===== config.mk =====
export PLATFORM = sky130hd
export DESIGN_NAME = alu_instr_sequencer
export DESIGN_NICKNAME = d
export VERILOG_FILES = /design/src/rtl/alu_instr_sequencer.sv
export SDC_FILE = /design/constraint.sdc
export NUM_CORES = 1
export LEC_CHECK = 0
export CAP_MARGIN = 20
export CELL_PAD_IN_SITES_DETAIL_PLACEMENT = 1
export CELL_PAD_IN_SITES_GLOBAL_PLACEMENT = 1
export CORE_ASPECT_RATIO = 0.9
export CORE_MARGIN = 3
export CORE_UTILIZATION = 22
export CTS_CLUSTER_SIZE = 8
export DETAILED_ROUTE_END_ITERATION = 8
export PLACE_DENSITY_LB_ADDON = 0.1
export SLEW_MARGIN = 10
export SYNTH_ARGS = -nofsm -noshare
export SYNTH_HDL_FRONTEND = slang
export SYNTH_SLANG_ARGS = --single-unit

===== constraint.sdc =====
create_clock -name clk -period 3.9 [get_ports clk]
set_input_delay 1.17 -clock clk [delete_from_list [all_inputs] [get_ports clk]]
set_output_delay 1.17 -clock clk [all_outputs]
set_load 0.02 [all_outputs]

===== src/rtl/alu_instr_sequencer.sv =====
// alu_instr_sequencer: hard-wired fetch/execute control sequencer that drives the cpu datapath strobes.
// Revision 1.0 - initial release
`default_nettype none

module alu_instr_sequencer #(
  parameter int               NUM_REGS = 16,
  parameter int               RA_W     = 4,
  parameter int               OP_W     = 5,
  parameter logic [OP_W-1:0]  OPC_ADDI = 5'b01100,
  parameter logic [OP_W-1:0]  OPC_ANDI = 5'b01101,
  parameter logic [OP_W-1:0]  OPC_ORI  = 5'b01110,
  parameter logic [OP_W-1:0]  OPC_MUL  = 5'b01111,
  parameter logic [OP_W-1:0]  OPC_DIV  = 5'b10000,
  parameter logic [OP_W-1:0]  ALU_ADD  = 5'b00011,
  parameter logic [OP_W-1:0]  ALU_AND  = 5'b00101,
  parameter logic [OP_W-1:0]  ALU_OR   = 5'b00110,
  parameter logic [OP_W-1:0]  OPC_MAX  = 5'b10000
) (
  input  logic                clk,
  input  logic                reset,
  input  logic                run,
  input  logic                mem_ready,
  input  logic [31:0]         ir,
  output logic                PCout,
  output logic                PCin,
  output logic                IncPC,
  output logic                MARin,
  output logic                MDRread,
  output logic                MDRin,
  output logic                MDRout,
  output logic                IRin,
  output logic                Yin,
  output logic                Cout,
  output logic                Zhigh_enable,
  output logic                Zlow_enable,
  output logic                Zhighout,
  output logic                Zlowout,
  output logic                HI_enable,
  output logic                LO_enable,
  output logic [NUM_REGS-1:0] reg_in,
  output logic [NUM_REGS-1:0] reg_out,
  output logic [OP_W-1:0]     alu_op,
  output logic                busy,
  output logic                done,
  output logic                illegal_op
);

  localparam int RA_LSB = 32 - OP_W - RA_W;
  localparam int RB_LSB = RA_LSB - RA_W;
  localparam int RC_LSB = RB_LSB - RA_W;

  typedef enum logic [2:0] {
    S_IDLE = 3'd0,
    S_T0   = 3'd1,
    S_T1   = 3'd2,
    S_T2   = 3'd3,
    S_T3   = 3'd4,
    S_T4   = 3'd5,
    S_T5   = 3'd6,
    S_T6   = 3'd7
  } state_t;

  state_t state_q, state_d;

  logic [OP_W-1:0] op;
  logic [RA_W-1:0] ra, rb, rc;
  logic            is_imm, is_muldiv, is_illegal;
  logic [OP_W-1:0] imm_alu_op;
  logic            unused_ir_bits;

  assign op             = ir[31 -: OP_W];
  assign ra             = ir[RA_LSB +: RA_W];
  assign rb             = ir[RB_LSB +: RA_W];
  assign rc             = ir[RC_LSB +: RA_W];
  assign unused_ir_bits = ^ir[RC_LSB-1:0];

  assign is_imm     = (op == OPC_ADDI) || (op == OPC_ANDI) || (op == OPC_ORI);
  assign is_muldiv  = (op == OPC_MUL) || (op == OPC_DIV);
  assign is_illegal = (op > OPC_MAX);

  always_comb begin
    imm_alu_op = ALU_OR;
    if (op == OPC_ADDI)      imm_alu_op = ALU_ADD;
    else if (op == OPC_ANDI) imm_alu_op = ALU_AND;
  end

  // Register indices at or above NUM_REGS decode to no select line at all.
  function automatic logic [NUM_REGS-1:0] sel_onehot(input logic [RA_W-1:0] idx);
    sel_onehot = '0;
    for (int i = 0; i < NUM_REGS; i++) begin
      if (idx == RA_W'(i)) sel_onehot[i] = 1'b1;
    end
  endfunction

  always_ff @(posedge clk) begin
    if (reset) state_q <= S_IDLE;
    else       state_q <= state_d;
  end

  always_comb begin
    state_d = state_q;
    case (state_q)
      S_IDLE: if (run) state_d = S_T0;
      S_T0:   state_d = S_T1;
      S_T1:   if (mem_ready) state_d = S_T2;
      S_T2:   state_d = S_T3;
      S_T3:   begin
        if (is_illegal) state_d = run ? S_T0 : S_IDLE;
        else            state_d = S_T4;
      end
      S_T4:   state_d = S_T5;
      S_T5:   begin
        if (is_muldiv) state_d = S_T6;
        else           state_d = run ? S_T0 : S_IDLE;
      end
      S_T6:   state_d = run ? S_T0 : S_IDLE;
      default: state_d = S_IDLE;
    endcase
  end

  always_comb begin
    PCout        = 1'b0;
    PCin         = 1'b0;
    IncPC        = 1'b0;
    MARin        = 1'b0;
    MDRread      = 1'b0;
    MDRin        = 1'b0;
    MDRout       = 1'b0;
    IRin         = 1'b0;
    Yin          = 1'b0;
    Cout         = 1'b0;
    Zhigh_enable = 1'b0;
    Zlow_enable  = 1'b0;
    Zhighout     = 1'b0;
    Zlowout      = 1'b0;
    HI_enable    = 1'b0;
    LO_enable    = 1'b0;
    reg_in       = '0;
    reg_out      = '0;
    alu_op       = '0;
    done         = 1'b0;
    illegal_op   = 1'b0;
    busy         = (state_q != S_IDLE);
    case (state_q)
      S_T0: begin
        PCout       = 1'b1;
        MARin       = 1'b1;
        IncPC       = 1'b1;
        Zlow_enable = 1'b1;
      end
      S_T1: begin
        // While memory is not ready only the read request is held.
        MDRread = 1'b1;
        if (mem_ready) begin
          Zlowout = 1'b1;
          PCin    = 1'b1;
          MDRin   = 1'b1;
        end
      end
      S_T2: begin
        MDRout = 1'b1;
        IRin   = 1'b1;
      end
      S_T3: begin
        // An illegal opcode drives nothing onto the bus.
        if (is_illegal) begin
          illegal_op = 1'b1;
        end else begin
          reg_out = sel_onehot(rb);
          Yin     = 1'b1;
        end
      end
      S_T4: begin
        Zlow_enable = 1'b1;
        if (is_imm) begin
          Cout   = 1'b1;
          alu_op = imm_alu_op;
        end else begin
          reg_out      = is_muldiv ? sel_onehot(ra) : sel_onehot(rc);
          alu_op       = op;
          Zhigh_enable = 1'b1;
        end
      end
      S_T5: begin
        if (is_muldiv) begin
          Zhighout  = 1'b1;
          HI_enable = 1'b1;
        end else begin
          Zlowout = 1'b1;
          reg_in  = sel_onehot(ra);
          done    = 1'b1;
        end
      end
      S_T6: begin
        Zlowout   = 1'b1;
        LO_enable = 1'b1;
        done      = 1'b1;
      end
      default: ;
    endcase
  end

endmodule

`default_nettype wire


==> flow_metrics.tcl <==
set metrics [dict create \
    hold_ws_ns 0.565 \
    status "completed" \
    synth_edf_count 0 \
    crit_path_frequent_cell "buf_6" \
    die-area_mm2 0.00648 \
    grt_pass1_vias 1994 \
    leakagePower_nw 1.11 \
    hp-start "state_q[0]" \
    antenna_cells 0 \
    regArea_um2 60.1 \
    dp_cells 366 \
    start_kind "input port" \
    drt-total-wl_um 5870 \
    hold_depth 2 \
    power.density_mw_per_mm2 129 \
    yosysSeqAreaShare_pct 4.92 \
    rr_worst_depth 5 \
    fin_crit_ns 3.85 \
    clock_path_buffers 2 \
    synth.distinct_cells 52 \
    cts_tree "built" \
    r2r_end "state_q[2]" \
    multi_input_area_mm2 0.00114 \
    firstDrtPassIters 4 \
    postRouteAntennaNets 0 \
    cts_htree_levels 1 \
    finalCritPeriodShare_pct 98.7 \
    syn-cell-area_mm2 0.00122 \
    portBuffers 76 \
    peakVddDrop_mv 0.142 \
    fp.coreArea_mm2 0.00532 \
    final_cells 376 \
    path_class "in -> out" \
    critPathMaxFanout 6 \
    cts_hold_buffers 0 \
    area_delta_synth_final_pct 108 \
    largest_reg_flops 3 \
    routabilityCongestion 0.800 \
    die_width_um 84.5 \
    synth.avg_cell_area_um2 6.57 \
    worstMarginPinSlew_ns 0.382 \
    layout.cells.most_common "buf_4" \
    grtUsageTotal_pct 18.1 \
    yosysWarnings 0 \
    fill_cells 682 \
    top_level_ports 92 \
    drv_slew 0 \
    hp-class "reg -> reg" \
    root_buffer "clkbuf_8" \
    finalSetupViolCount 0 \
    critical_path_buf_inv_count 5 \
    hold_viol_final 0 \
    cp-end-kind "output pin" \
    synthArstFlopShare_pct 0 \
    crit_path_top_delay_cell "nor4_4" \
    crit_family "buffers and inverters" \
    rsz0062_at_grt "true" \
    grt_max_degree 14 \
    numCtsBuffers 3 \
    antenna_found_initial 0 \
    cts.sinks 3 \
    maxCapViolCount 0 \
    die_y_um 76.7 \
    num_vias 1877 \
    crit_path_cell_trace "buf_2 > buf_6 > nor4_4 > buf_4 > o2bb2ai_4 > buf_8 > mux2i_4 > o22ai_2 > buf_6" \
    rrSetupSlack_ns 2.42 \
    syn-num-nets 222 \
    p_total_w 0.000328 \
    viasPerCell 4.99 \
    hold_end "state_q[1]" \
    cts.clk_slew.worst_paths_ns 0.03 \
    wl_per_cell_um 15.6 \
    skew_ns 0.00606 \
    final_cell_mix "56 x buf_4, 42 x nor2_1, 26 x clkdlybuf4s50_1" \
    cpPeakStageDelay_ns 0.25 \
    clkLatencyLatePin_ns 0.22 \
    synthCells 186 \
    synthFlopType "dfxtp_1" \
    post_route_cells_drive_above_1_share_pct 43.4 \
    drc_errors 0 \
    required_ns 2.73 \
    relSlewSlack_pct 74.5 \
    arrival_ns 2.68 \
    fmax_mhz 260 \
    ys_ff_latch 3 \
    first_iter_violations 81 \
    grt_pass1_wl_um 9760 \
    top_regs "state_q x3" \
    final_nets 346 \
    largest_register "state_q" \
    gr-total-overflow 0 \
    fp-row-count 25 \
    start_util_pct 23.0 \
    r2r-start "state_q[2]" \
    hpwlAfterDp_um 4770 \
]
## repair_timing
action                                  CTS  global route
gates cloned                              1             0
endpoints found under the setup margin   44            36
resized for setup                       157            30
pin swaps                                 4             8
setup buffers                             6             0
## worst min-delay path, stage by stage, from the launching register on
cell and delay (ns):
dfxtp_1 0.30, nand2_1 0.15, a21oi_2 0.07
## power breakdown
group / internal (W) / switching, W
Clock: 0.0000699 / 0.0000227
Combinational: 0.0000965 / 0.000102
Sequential: 0.0000341 / 0.00000270
Total: 0.000200 / 0.000128
## per-layer routing
metal,GRT usage (%),vias up,wire (µm)
met3,3.44,6,338
li1,-,934,-
met1,25.4,879,2790
met4,3.32,0,66
met2,28.8,58,2680
met5,0,-,0
## synth_stat cells (all sizes together), types with 3 or more instances
master / count / area, µm²
nand2: 16 / 70.1
nand4b: 3 / 26.3
mux2i: 4 / 40.0
o22ai: 4 / 37.5
inv: 6 / 25.0
nand3: 11 / 60.1
nand3b: 4 / 42.5
o211ai: 6 / 60.1
nand4: 18 / 113
nor2b: 8 / 50.1
and3: 3 / 18.8
nor2: 42 / 158
a21oi: 4 / 23.8
buf: 13 / 106
nand2b: 7 / 43.8
and2: 4 / 27.5
dfxtp: 3 / 60.1
nor3: 5 / 25.0
## kinds of logic after synthesis
kind of cell           after synthesis  share of synthesized area, %
DFF                                  3                          4.92
buffers and inverters               21                          11.4
muxes                                5                          4.20
AOI/OAI and AO/OA                   30                          22.4
and+or+nand+nor                    127                          57.1
## metrics by stage
| stage | worst slack [ns] | cell area (µm²) | util [%] | setup TNS (ns) |
|---|---|---|---|---|
| global route | -0.0121 | 2540 | 47.8 | -0.0197 |
| global placement | -0.830 | 2370 | 44.6 | -26.42 |
| finish | 0.0500 | 2540 | 47.8 | 0 |
| floorplan | 0.0308 | 1230 | - | 0 |
| CTS | 0.0107 | 2450 | 46.1 | 0 |
| detailed placement | -0.836 | 2370 | 44.6 | -26.26 |
## final cells by class
class	instances	share of cell area [%]
repair buffers	134	46.9
inverters	6	0.984
well taps	67	3.30
multi-input cells	162	44.7
clock buffers	4	1.77
flip-flops and latches	3	2.36
## how the worst max path moves through the flow
stage                  endpoint   start  cells past startpoint  slack (ns)
global route         reg_out[9]  ir[27]                     10       -0.01
detailed placement  reg_out[12]  ir[29]                      8       -0.84
finish               reg_out[2]  ir[27]                      9        0.05
global placement    reg_out[11]  ir[29]                      7       -0.83
floorplan           reg_out[11]  ir[31]                      5        0.03
CTS                 reg_out[11]  ir[28]                      7        0.01
No activity file was read; power rests on OpenSTA's default activity.
